File: src/rtl/rtc_seq_ctrl_pkg.sv
// Shared definitions for the RTC register-map sequencer: FSM encoding, burst
// mode, register index map and the index-walk helpers.
package rtc_seq_ctrl_pkg;

  typedef enum logic [2:0] {
    ST_IDLE,
    ST_REQ,
    ST_WAIT,
    ST_GAP,
    ST_FIN
  } state_t;

  typedef enum logic {
    MODE_RD = 1'b0,
    MODE_WR = 1'b1
  } mode_t;

  // Register index map as seen by the external address decoder.
  localparam logic [3:0] IDX_SEG      = 4'd0;
  localparam logic [3:0] IDX_MIN      = 4'd1;
  localparam logic [3:0] IDX_HORA     = 4'd2;
  localparam logic [3:0] IDX_DIA      = 4'd3;
  localparam logic [3:0] IDX_MES      = 4'd4;
  localparam logic [3:0] IDX_ANIO     = 4'd5;
  localparam logic [3:0] IDX_SEG_TMR  = 4'd6;
  localparam logic [3:0] IDX_MIN_TMR  = 4'd7;
  localparam logic [3:0] IDX_HORA_TMR = 4'd8;
  localparam logic [3:0] IDX_CMD      = 4'd10;

  // Bus address the decoder produces for IDX_CMD.
  localparam logic [7:0] CMD_ADDR = 8'hF0;

  // Read bursts lead with the command access; write bursts trail with it.
  function automatic logic [3:0] advance_idx(
    input mode_t      mode,
    input logic [3:0] idx,
    input logic [3:0] first_idx,
    input logic [3:0] last_idx,
    input logic [3:0] cmd_idx
  );
    if (mode == MODE_RD)
      return (idx == cmd_idx) ? first_idx : idx + 4'd1;
    else
      return (idx == last_idx) ? cmd_idx : idx + 4'd1;
  endfunction

  // The command access is always a write, whatever the burst direction.
  function automatic logic access_is_wr(
    input mode_t      mode,
    input logic [3:0] idx,
    input logic [3:0] cmd_idx
  );
    return (mode == MODE_WR) || (idx == cmd_idx);
  endfunction

endpackage

File: src/rtl/rtc_seq_timer.sv
// Loadable down-counter with a zero flag; stops at zero. Shared by the
// inter-access gap and the bus_done timeout.
module rtc_seq_timer #(
  parameter int W = 8
) (
  input  logic         clk,
  input  logic         reset,
  input  logic         load,
  input  logic [W-1:0] load_val,
  input  logic         en,
  output logic         zero
);

  logic [W-1:0] count;

  // NOTE: sequential state uses non-blocking assignments so every flop samples
  // pre-edge values regardless of process evaluation order.
  always_ff @(posedge clk or posedge reset) begin
    if (reset)
      count <= '0;
    else if (load)
      count <= load_val;
    else if (en && (count != '0))
      count <= count - W'(1);
  end

  assign zero = (count == '0);

endmodule

File: src/rtl/rtc_seq_ctrl.sv
// RTC register-map sequencer: walks the register index for the external
// decoder and runs one req/done handshake per register with the bus engine.
module rtc_seq_ctrl
  import rtc_seq_ctrl_pkg::*;
#(
  parameter int FIRST_IDX   = int'(IDX_SEG),
  parameter int LAST_IDX    = int'(IDX_HORA_TMR),
  parameter int CMD_IDX     = int'(IDX_CMD),
  parameter int GAP_CYC     = 4,
  parameter int TIMEOUT_CYC = 255
) (
  input  logic       clk,
  input  logic       reset,
  input  logic       start_rd,
  input  logic       start_wr,
  input  logic       bus_done,
  input  logic [7:0] bus_rdata,
  output logic [3:0] dir_idx,
  output logic       dir_en,
  output logic       bus_req,
  output logic       bus_wr,
  output logic       rd_we,
  output logic [3:0] rd_idx,
  output logic [7:0] rd_data,
  output logic       busy,
  output logic       done,
  output logic       err
);

  localparam int TO_W  = $clog2(TIMEOUT_CYC + 1);
  localparam int GAP_W = $clog2(GAP_CYC + 1);

  localparam logic [3:0] FIRST_I = 4'(FIRST_IDX);
  localparam logic [3:0] LAST_I  = 4'(LAST_IDX);
  localparam logic [3:0] CMD_I   = 4'(CMD_IDX);

  // Loaded one short: the zero-count cycle is itself the last counted cycle.
  localparam logic [TO_W-1:0]  TO_LOAD  = TO_W'(TIMEOUT_CYC - 1);
  localparam logic [GAP_W-1:0] GAP_LOAD = GAP_W'(GAP_CYC - 1);

  state_t     state, state_nxt;
  mode_t      mode_q, mode_nxt;
  logic [3:0] dir_idx_nxt, rd_idx_nxt, idx_adv;
  logic [7:0] rd_data_nxt;
  logic       dir_en_nxt, bus_req_nxt, bus_wr_nxt, rd_we_nxt;
  logic       busy_nxt, done_nxt, err_nxt;
  logic       last_acc;

  logic to_load, to_en, to_zero;
  logic gap_load, gap_en, gap_zero;

  rtc_seq_timer #(.W(TO_W)) u_timeout (
    .clk      (clk),
    .reset    (reset),
    .load     (to_load),
    .load_val (TO_LOAD),
    .en       (to_en),
    .zero     (to_zero)
  );

  rtc_seq_timer #(.W(GAP_W)) u_gap (
    .clk      (clk),
    .reset    (reset),
    .load     (gap_load),
    .load_val (GAP_LOAD),
    .en       (gap_en),
    .zero     (gap_zero)
  );

  assign last_acc = (mode_q == MODE_RD) ? (dir_idx == LAST_I) : (dir_idx == CMD_I);
  assign idx_adv  = advance_idx(mode_q, dir_idx, FIRST_I, LAST_I, CMD_I);

  always_ff @(posedge clk or posedge reset) begin
    if (reset) begin
      state   <= ST_IDLE;
      mode_q  <= MODE_RD;
      dir_idx <= '0;
      dir_en  <= 1'b0;
      bus_req <= 1'b0;
      bus_wr  <= 1'b0;
      rd_we   <= 1'b0;
      rd_idx  <= '0;
      rd_data <= '0;
      busy    <= 1'b0;
      done    <= 1'b0;
      err     <= 1'b0;
    end else begin
      state   <= state_nxt;
      mode_q  <= mode_nxt;
      dir_idx <= dir_idx_nxt;
      dir_en  <= dir_en_nxt;
      bus_req <= bus_req_nxt;
      bus_wr  <= bus_wr_nxt;
      rd_we   <= rd_we_nxt;
      rd_idx  <= rd_idx_nxt;
      rd_data <= rd_data_nxt;
      busy    <= busy_nxt;
      done    <= done_nxt;
      err     <= err_nxt;
    end
  end

  // Outputs are computed one cycle ahead so each is a plain flop.
  always_comb begin
    // NOTE: every signal gets a default before the case so no path leaves one
    // unassigned, which would infer a latch.
    state_nxt   = state;
    mode_nxt    = mode_q;
    dir_idx_nxt = dir_idx;
    dir_en_nxt  = dir_en;
    bus_req_nxt = bus_req;
    bus_wr_nxt  = bus_wr;
    rd_we_nxt   = 1'b0;
    rd_idx_nxt  = rd_idx;
    rd_data_nxt = rd_data;
    busy_nxt    = busy;
    done_nxt    = 1'b0;
    err_nxt     = 1'b0;
    to_load     = 1'b0;
    to_en       = 1'b0;
    gap_load    = 1'b0;
    gap_en      = 1'b0;

    case (state)
      ST_IDLE: begin
        if (start_wr || start_rd) begin
          mode_nxt    = start_wr ? MODE_WR : MODE_RD;
          dir_idx_nxt = start_wr ? FIRST_I : CMD_I;
          bus_wr_nxt  = access_is_wr(start_wr ? MODE_WR : MODE_RD,
                                     start_wr ? FIRST_I : CMD_I, CMD_I);
          dir_en_nxt  = 1'b1;
          bus_req_nxt = 1'b1;
          busy_nxt    = 1'b1;
          state_nxt   = ST_REQ;
        end
      end

      ST_REQ: begin
        to_load   = 1'b1;
        state_nxt = ST_WAIT;
      end

      ST_WAIT: begin
        // bus_done is checked first so it wins over a same-cycle timeout.
        if (bus_done) begin
          bus_req_nxt = 1'b0;
          dir_en_nxt  = 1'b0;
          bus_wr_nxt  = 1'b0;
          if (!bus_wr) begin
            rd_we_nxt   = 1'b1;
            rd_idx_nxt  = dir_idx;
            rd_data_nxt = bus_rdata;
          end
          if (last_acc) begin
            done_nxt  = 1'b1;
            busy_nxt  = 1'b0;
            state_nxt = ST_FIN;
          end else begin
            gap_load  = 1'b1;
            state_nxt = ST_GAP;
          end
        end else if (to_zero) begin
          bus_req_nxt = 1'b0;
          dir_en_nxt  = 1'b0;
          bus_wr_nxt  = 1'b0;
          err_nxt     = 1'b1;
          busy_nxt    = 1'b0;
          state_nxt   = ST_IDLE;
        end else begin
          to_en = 1'b1;
        end
      end

      ST_GAP: begin
        if (gap_zero) begin
          dir_idx_nxt = idx_adv;
          bus_wr_nxt  = access_is_wr(mode_q, idx_adv, CMD_I);
          dir_en_nxt  = 1'b1;
          bus_req_nxt = 1'b1;
          state_nxt   = ST_REQ;
        end else begin
          gap_en = 1'b1;
        end
      end

      ST_FIN: state_nxt = ST_IDLE;

      default: state_nxt = ST_IDLE;
    endcase
  end

endmodule

File: config.mk
export PLATFORM = sky130hd
export DESIGN_NAME = rtc_seq_ctrl
export DESIGN_NICKNAME = d
export VERILOG_FILES = /design/src/rtl/rtc_seq_ctrl_pkg.sv /design/src/rtl/rtc_seq_timer.sv /design/src/rtl/rtc_seq_ctrl.sv
export SDC_FILE = /design/constraint.sdc
export NUM_CORES = 1
export LEC_CHECK = 0
export BUFFER_PORTS_ARGS = -buffer_cell sky130_fd_sc_hd__buf_2
export CAP_MARGIN = 0
export CORE_ASPECT_RATIO = 2
export CORE_MARGIN = 2
export CORE_UTILIZATION = 45
export CTS_BUF_LIST = sky130_fd_sc_hd__clkbuf_16
export DETAILED_ROUTE_END_ITERATION = 8
export GPL_ROUTABILITY_DRIVEN = 0
export GPL_TIMING_DRIVEN = 0
export PLACE_DENSITY = 0.79
export SLEW_MARGIN = 40
export SYNTH_ARGS = -nofsm -noshare
export SYNTH_HDL_FRONTEND = slang
export SYNTH_SLANG_ARGS = --single-unit
File: constraint.sdc
create_clock -name clk -period 3.9 [get_ports clk]
set_clock_uncertainty 0.2 [all_clocks]
set_input_delay 0.195 -clock clk [delete_from_list [all_inputs] [get_ports clk]]
set_output_delay 0.195 -clock clk [all_outputs]
set_load 0.02 [all_outputs]
* Word level (Yosys, flattened, before mapping) *
Cells that the tools add are included.

cells by class
  add/subtract/negate cells = 3
  bitwise operators = 1
  eq/ne operators = 11
  reductions and logical operators = 21
  muxes and demuxes = 48

operator list
  kind                                                                   count
  1-bit 2-to-1 mux                                                       28
  4-bit 2-to-1 mux                                                       6
  3-bit 2-to-1 mux                                                       7
  4-bit equality test, second input constant                             4
  8-bit 2-to-1 mux                                                       2
  3-bit case mux with 4 select lines                                     1
  3-bit AND reduction                                                    3
  8-bit zero test                                                        1
  4-bit case mux with 2 select lines                                     1
  4-bit AND reduction                                                    2
  2-bit nonzero test                                                     4
  8-bit nonzero test                                                     1
  8-bit by 1-bit subtractor with 8-bit output, second input constant     1
  3-bit by 2-bit equality test with 1-bit output, second input constant  2
  3-bit zero test                                                        2
  3-bit != test, second input constant                                   2
  1-bit case mux with 3 select lines                                     2
  3-bit nonzero test                                                     2
  4-bit by 1-bit adder with 4-bit output, second input constant          1
  2-bit != test, second input constant                                   2
  3-bit by 1-bit equality test with 1-bit output, second input constant  1
  1-bit logical OR                                                       3
  3-bit by 1-bit subtractor with 3-bit output, second input constant     1
  1-bit logical AND                                                      2
  3 further kinds                                                        3

storage, ports and cells
  output and inout port bits = 23
  register bits = 37
  input bits = 13
  logic and storage cells = 97

* Longest topological paths before layout *
Gate-level depths: netlist (run 1).

  depth after elaboration = 7
  mapped depth = 7
  depth with buffers taken out = 7

* Hierarchy *
Synthesis (run 1) repeated with hierarchy kept, for this count alone.

unflattened totals
  cells, all modules = 204
  area total of the unflattened synthesis = 2,072.0 µm²

modules (own cells, without submodules)
  module                      times used  cells each  area each (µm²)
  rtc_seq_ctrl                1           120         1,328.8
  rtc_seq_timer at u_timeout  1           64          549.3
  rtc_seq_timer at u_gap      1           20          193.9

* Least setup slack after synthesis (run 1) *
No wires, ideal clock.

  path kind = reg-to-reg
  start point = register u_timeout.count[0] (netlist name)
  end point = register dir_idx[0]
  setup slack = 1.725 ns
  data arrival time = 1.857 ns
  buffers on the path = 0
  cell stages (with the launch flop) = 8
  clock period less this slack = 2.175 ns
  cell sequence = dfrtp_1 > inv_1 > ha_1 > nor3b_1 > a21o_4 > o311ai_4 > or3b_4 > a21o_1

RTL lines
  element                 RTL line            source
  end signal: assignment  rtc_seq_ctrl.sv:90  dir_idx <= dir_idx_nxt;
  end: declaration        rtc_seq_ctrl.sv:18  output logic [3:0] dir_idx,

==> results.md, run 1 <==
- Run status: complete, no violations
- Diode insertion count for antenna repair: 0
- Yosys warnings: 0
- Sum of net half-perimeters after detailed placement: 2810 um
- Post-layout minimum cycle time: between 2 and 2.5 ns
- Top cells by area in the synthesized netlist: sky130_fd_sc_hd__dfrtp_1 (48%), sky130_fd_sc_hd__mux2_2 (7.6%), sky130_fd_sc_hd__ha_1 (4.6%), sky130_fd_sc_hd__nand2_1 (3.7%), sky130_fd_sc_hd__inv_1 (2.7%)
- Largest net degree at the start of global routing: 23
- Top post-synthesis cells by count: sky130_fd_sc_hd__dfrtp_1 (37), sky130_fd_sc_hd__nand2_1 (19), sky130_fd_sc_hd__inv_1 (14), sky130_fd_sc_hd__mux2_2 (13), sky130_fd_sc_hd__nor2_1 (13)
- Maximum fanout encountered on the critical timing path: 6
- Total Neg Setup Slack: 0 ns
- Number of remaining DRC errors: 0
- Number of cells produced by synthesis: around 180
- Boundary pin count: 36
- Distinct cell type count of the synthesized netlist: 44
- Number of buffers between clock root and the deepest sink: 2
- # setup viols final: 0
- Number of standard-cell rows in the floorplan: 33
- Library cell with the highest instance count after synthesis: sky130_fd_sc_hd__dfrtp_1
- Pin slew with the least headroom to its limit: 0.587 ns
- Worst reg2reg path endpoint: dir_idx[0]
- Max VDD drop: between 0.4 and 0.5 mV
- Clk Tree Root Cell: sky130_fd_sc_hd__clkbuf_16
- Slowest cell on crit path: sky130_fd_sc_hd__nor3b_1
- P&R area growth vs syn: 27.2%
- Highest Clock Rate: just over 400 MHz
- Standby leakage power: 1.13 nW
- Cts bufs inserted: 5
- Clock transition at the registers of the reported paths: roughly 0.06 ns
- H-tree level count: 2
- Post-CTS setup-driven buffer insertion count: 0
- Routed Wire Length: slightly below 4000 um
- Buffers on Ports: 35
- CP startpoint kind: register
- Gr usage total: ~18%
- Final number of max-transition violations: 0
- Starting Density: ~47%
- Share of layout cells above drive strength 1: between 20 and 30%
- First-pass detailed-route iteration total: 4
- Data arrival time of the critical path: 2.41 ns
- Rel. slew slack: approximately three fifths
- Max-cap violation count: 0
- Floorplan core area: between 0.004 and 0.005 mm2
- Routed vias/inst: between 5 and 6
- Reg2Reg Setup Slack: between 1 and 1.5 ns
- Crit path depth: 7
- Ratio of final minimum period to clock period: 62.6%
- Category of the most critical setup path: register to register
- Syn_area_per_cell: about 11 um2
- TritonCTS clock tree: done
- Endpoint required time on the critical path: a little under 4 ns
- CTS-repair resized insts: 0
- Startpoint of the worst register-to-register path: u_timeout.count[0]
- Post-route insts no fill: roughly 280
- Yosys top cell area share: a little under 50%
- Routed wirelength normalized by instance count: approximately 14 um
- Family with the most delay on the worst path: simple AND/OR/NAND/NOR gates
- Die Y-Extent: roughly 96 um
- Die area: 0.00483 mm2
- First-pass GRT wire length: ~6700 um
- Post-route ant nets: 0
- Netlist area before placement: around 0.0019 mm2
- Min-delay worst type: primary input to register
- Grt total ovfl: 0
- Post-Syn Nets: 197
- Crit path buffers/inverters: 1
- Post-CTS Hold Fix Bufs: 9
- Critical Path Source: u_timeout.count[0]
- Filler Cell Count: about 340
- Number of global-route vias before repair: 1490
- Antenna violations before repair: 0
- Delay contributed by the slowest stage of the critical path: 0.46 ns
- Chip Width: between 50 and 60 um
- Insertion delay of the later-clocked pin in the worst-skew pair: around 0.28 ns
- NumNets Final: 249
- Count of endpoints failing hold in the final timing report: 0
- Areal power density over the cells: between 800 and 900 mW/mm2
- Worst setup path endpoint: dir_idx[0]
- Number of register bits inferred by synthesis: 37
- R2R depth: 7
- Post-synthesis cell type with the largest combined area: sky130_fd_sc_hd__dfrtp_1
- Number of synthesized flops with an enable pin: 0
- Clock Sinks: 37
- Cell chain of the critical path: inv_1, ha_1, nor3b_1, a21o_4, o311ai_4, or3b_4, a21o_1
- Total via count after detailed routing: 1456
- Placed instance count: 265
- Top_reg_cell synth: sky130_fd_sc_hd__dfrtp_1
- Setup repair after global routing missed its margin: no
- 1st-iter DRT viols: 32
- Critical Path End Type: register
- Fraction of registers with async set/reset: 100%
- Register area share after synthesis: 48.3%
- Hold depth: 3
worst min-delay path by stage:
| stage | from | endpoint |
|---|---|---|
| after floorplan | bus_rdata[2] | rd_data[2] |
| after global placement | bus_rdata[3] | rd_data[3] |
| after detailed placement | reset | rd_data[5] |
| after CTS | start_wr | mode_q |
| after global routing | start_wr | mode_q |
| final | start_wr | mode_q |
stage by stage:
stage | util [%] | cell area, um2 | setup slack [ns] | hold WS [ns] | total power, mW
after floorplan | - | 1920 | 1.73 | 0.147 | 1.32
after global placement | 52.7 | 2160 | 1.52 | 0.228 | 1.53
after detailed placement | 53.4 | 2180 | 1.52 | -0.00468 | 1.56
after CTS | 59.6 | 2440 | 1.45 | 0.0296 | 2.02
after global routing | 59.6 | 2440 | 1.32 | 0.0847 | 2.15
final | 59.6 | 2440 | 1.46 | 0.0390 | 2.00
registers in the layout, indices dropped and copies added (netlist names), 3 cells and up:
register	flops
dir_idx	4
rd_data	8
u_gap.count	3
rd_idx	4
state	3
u_timeout.count	8
routing by layer:
layer  up-vias  share of wire [%]  track usage [%]
li1        708                  -                -
met1       709                 36             18.1
met2        27                 58             34.4
met3        12                2.8             3.42
met4         0                3.8             11.8
met5         -                  0                0
report_power, final:
| part | switching [mW] | internal, mW |
|---|---|---|
| sequential | 0.0997 | 0.528 |
| combinational | 0.535 | 0.399 |
| clock | 0.146 | 0.297 |
| total | 0.780 | 1.22 |
cells in the final DEF (no fill, tap or decap), types with 2 or more instances in the layout:
cell and n:
sky130_fd_sc_hd__a211oi_1 2, sky130_fd_sc_hd__xnor2_1 6, sky130_fd_sc_hd__nor2_1 13, sky130_fd_sc_hd__a21oi_1 7, sky130_fd_sc_hd__nand2_1 19, sky130_fd_sc_hd__dlygate4sd3_1 9, sky130_fd_sc_hd__o22ai_1 2, sky130_fd_sc_hd__nand2b_1 4
sky130_fd_sc_hd__ha_1 7, sky130_fd_sc_hd__o211ai_1 2, sky130_fd_sc_hd__inv_1 14, sky130_fd_sc_hd__nor2b_1 2, sky130_fd_sc_hd__a22oi_1 2, sky130_fd_sc_hd__o21ai_0 4, sky130_fd_sc_hd__buf_4 2, sky130_fd_sc_hd__or3_1 3
sky130_fd_sc_hd__nor3_1 4, sky130_fd_sc_hd__xor2_1 5, sky130_fd_sc_hd__clkbuf_16 5, sky130_fd_sc_hd__dfrtp_1 37, sky130_fd_sc_hd__mux2_2 13, sky130_fd_sc_hd__nand3_1 4, sky130_fd_sc_hd__buf_2 37
layout make-up:
class / instances / area (um2) / share of cell area, %
Clock buffer: 5 / 125 / 5.14
Clock inverter: 3 / 37.5 / 1.54
Sequential cell: 37 / 926 / 38.0
Timing Repair Buffer: 45 / 293 / 12.0
Buffer: 7 / 43.8 / 1.80
Tap cell: 52 / 65.1 / 2.67
Inverter: 14 / 52.6 / 2.16
Multi-Input combinational cell: 119 / 893 / 36.7
worst min-delay path: stages:
cell	delay (ns)
sky130_fd_sc_hd__buf_2	0.13
sky130_fd_sc_hd__inv_1	0.06
sky130_fd_sc_hd__o21ai_0	0.08
cells by family after synthesis:
group / Yosys count / synth area share, %
compound gates: 30 / 12.4
fa+ha+maj: 7 / 4.57
xor+xnor: 11 / 5.03
flops: 37 / 48.3
mux: 13 / 7.64
simple gates: 58 / 17.0
buf+inv: 21 / 5.03
No activity file was read; power rests on OpenSTA's default activity.
==> run 2, diff against run 1 <==
- clock period: 3.9 -> 2.3 ns (I/O delays scaled with it)
==> results.md, run 2 (synthesized netlist as in run 1, its figures left out) <==
- Part of the total power dissipated in sequential elements: 31.0% (was 31.3%)
- Largest registers: rd_data (8), u_timeout.count (8) (unchanged)
- NumNets Final: 253 (was 249)
- Post-layout minimum cycle time: 2.16 ns (was 2.44 ns)
- Die area: 0.00483 mm2 (unchanged)
- CP startpoint kind: register (unchanged)
- Gr usage total: 18.7% (was 18.5%)
- GR Util met1: 18.4% (was 18.1%)
- # setup viols final: 0 (unchanged)
- Hold Path Origin: start_rd (was start_wr)
- Startpoint of the worst register-to-register path: state[2] (was u_timeout.count[0])
- R2R depth: 6 (was 7)
- P_int: 2.10 mW (was 1.22 mW)
- Number of global-route vias before repair: 1516 (was 1490)
- Chip Width: 50.1 um (unchanged)
- Hold path endpoint: state[1] (was mode_q)
- 1st-iter DRT viols: 46 (was 32)
- TritonCTS clock tree: done (unchanged)
- Routed Wire Length: 3960 um (was 3890 um)
- P&R area growth vs syn: 30.2% (was 27.2%)
- Die Y-Extent: 96.3 um (unchanged)
- Routed vias/inst: 5.18 (was 5.16)
- Worst reg2reg path endpoint: rd_data[4] (was dir_idx[0])
- Max-cap violation count: 0 (unchanged)
- Fraction of power consumed by combinational cells: 47.2% (was 46.6%)
- Share of layout cells above drive strength 1: 30.8% (was 29.6%)
- Boundary pin count: 36 (unchanged)
- Total Neg Setup Slack: 0 ns (unchanged)
- Clock transition at the registers of the reported paths: 0.06 ns (about the same)
- Filler Cell Count: 330 (was 341)
- Ratio of final minimum period to clock period: 94.0% (was 62.6%)
- First-pass detailed-route iteration total: 4 (unchanged)
- Setup repair after global routing missed its margin: no (unchanged)
- Insertion delay of the later-clocked pin in the worst-skew pair: 0.28 ns (about the same)
- Run status: complete, no violations (unchanged)
- Number of remaining DRC errors: 0 (unchanged)
- Diode insertion count for antenna repair: 0 (unchanged)
- Switching power total: 1.34 mW (was 0.780 mW)
- Met3 Resource Use GR: 3.42% (unchanged)
- Rel. slew slack: 69.4% (was 60.6%)
- Clock Sinks: 37 (unchanged)
- Post-route ant nets: 0 (unchanged)
- Sum of net half-perimeters after detailed placement: 2810 um (unchanged)
- Critical Path End Type: register (unchanged)
- M2 GR Usage: 34.1% (was 34.4%)
- Number of standard-cell rows in the floorplan: 33 (unchanged)
- Switching power share of the total: 39.0% (was 38.9%)
- H-tree level count: 2 (unchanged)
- Routed wirelength normalized by instance count: 13.9 um (was 13.8 um)
- Total via count after detailed routing: 1482 (was 1456)
- Category of the most critical setup path: register to register (unchanged)
- Number of buffers between clock root and the deepest sink: 2 (unchanged)
- Starting Density: 46.9% (unchanged)
- Areal power density over the cells: 1380 mW/mm2 (was 823 mW/mm2)
- First-pass GRT wire length: 6730 um (was 6660 um)
- Highest Clock Rate: 462 MHz (was 410 MHz)
- Most congested layer reported by global routing: met2 (unchanged)
- Min-delay worst type: primary input to register (unchanged)
- Endpoint required time on the critical path: 2.26 ns (was 3.87 ns)
- Buffers on Ports: 35 (unchanged)
- Cts bufs inserted: 5 (unchanged)
- Grt total ovfl: 0 (unchanged)
- Standby leakage power: 1.17 nW (was 1.13 nW)
- Floorplan core area: 0.00409 mm2 (unchanged)
- Reg2Reg Setup Slack: 0.14 ns (was 1.46 ns)
- Most frequent standard cell in the layout excluding fill and tap cells: sky130_fd_sc_hd__dfrtp_1
- Commonest non-fill, non-tap cells in the layout: sky130_fd_sc_hd__dfrtp_1 (37), sky130_fd_sc_hd__buf_2 (36), sky130_fd_sc_hd__nand2_1 (19) (was sky130_fd_sc_hd__buf_2 (37), sky130_fd_sc_hd__dfrtp_1 (37), sky130_fd_sc_hd__nand2_1 (19))
- Antenna violations before repair: 0 (unchanged)
- Pin slew with the least headroom to its limit: 0.456 ns (was 0.587 ns)
- Largest net degree at the start of global routing: 23 (unchanged)
- Max VDD drop: 0.695 mV (was 0.410 mV)
- Final number of max-transition violations: 0 (unchanged)
- Post-route insts no fill: 286 (was 282)
- Maximum fanout encountered on the critical timing path: 10 (was 6)
- Clk Tree Root Cell: sky130_fd_sc_hd__clkbuf_16 (unchanged)
- Count of endpoints failing hold in the final timing report: 0 (unchanged)
- Data arrival time of the critical path: 2.12 ns (was 2.41 ns)
- Hold depth: 4 (was 3)
- Placed instance count: 265 (unchanged)
- Fraction of power consumed by the clock network: 21.8% (was 22.1%)
-- run 2: final cells by class --
type	count	area [um2]	area share, %
clock buffer	5	125	5.02
multi-input combinational	119	912	36.6
sequential	37	926	37.1
clock inverter	3	37.5	1.50
timing repair buffer	49	330	13.2
buffer	7	46.3	1.86
inverter	14	52.6	2.11
tap	52	65.1	2.61
-- run 2: worst max path at each step --
stage                             from         end  slack, ns
global route                  state[2]  rd_data[6]       0.01
global placement    u_timeout.count[0]  dir_idx[0]      -0.08
detailed placement  u_timeout.count[0]  dir_idx[0]      -0.08
CTS                           state[2]  rd_data[2]       0.01
floorplan           u_timeout.count[0]  dir_idx[0]       0.13
finish                        state[2]  rd_data[4]       0.14
-- run 2: through the flow --
stage / area, um2 / setup WS [ns] / power (mW) / utilization, % / hold slack [ns]
final: 2490 / 0.137 / 3.44 / 61.0 / 0.122
after detailed placement: 2180 / -0.0811 / 2.64 / 53.4 / -0.0847
after CTS: 2470 / 0.0149 / 3.45 / 60.5 / 0.108
after floorplan: 1920 / 0.125 / 2.23 / - / 0.0667
after global placement: 2160 / -0.0843 / 2.60 / 52.7 / 0.148
after global routing: 2490 / 0.0140 / 3.67 / 61.0 / 0.157
-- run 2: power by group through the flow --
stage               Sequential, mW  Clock (mW)  Combinational (mW)
finish                        1.06       0.750                1.62
global route                  1.11       0.792                1.78
CTS                           1.07       0.766                1.62
detailed placement            1.08           0                1.56
global placement              1.07           0                1.53
floorplan                     1.26           0               0.976
-- run 2: what timing repair did --
item / CTS / global route
buffers inserted: 0 / 1
hold buffers: 12 / 0
pin swaps: 0 / 0
resized for setup: 1 / 4
hold endpoints to repair: 48 / 0
setup endpoints to repair: 6 / 17
-- run 2: layer usage --
layer  share of wire [%]  routed length, um
met4                 3.3                130
met1                  36               1430
met5                   0                  0
met2                  57               2280
met3                 3.0                120
-- run 2: critical path, cell delays in order, from the launching register on --
cell and delay [ns]:
sky130_fd_sc_hd__dfrtp_1 0.40, sky130_fd_sc_hd__buf_4 0.18, sky130_fd_sc_hd__nor2_1 0.16, sky130_fd_sc_hd__nand3_1 0.23
sky130_fd_sc_hd__nor2_2 0.26, sky130_fd_sc_hd__clkbuf_4 0.26, sky130_fd_sc_hd__mux2_2 0.35
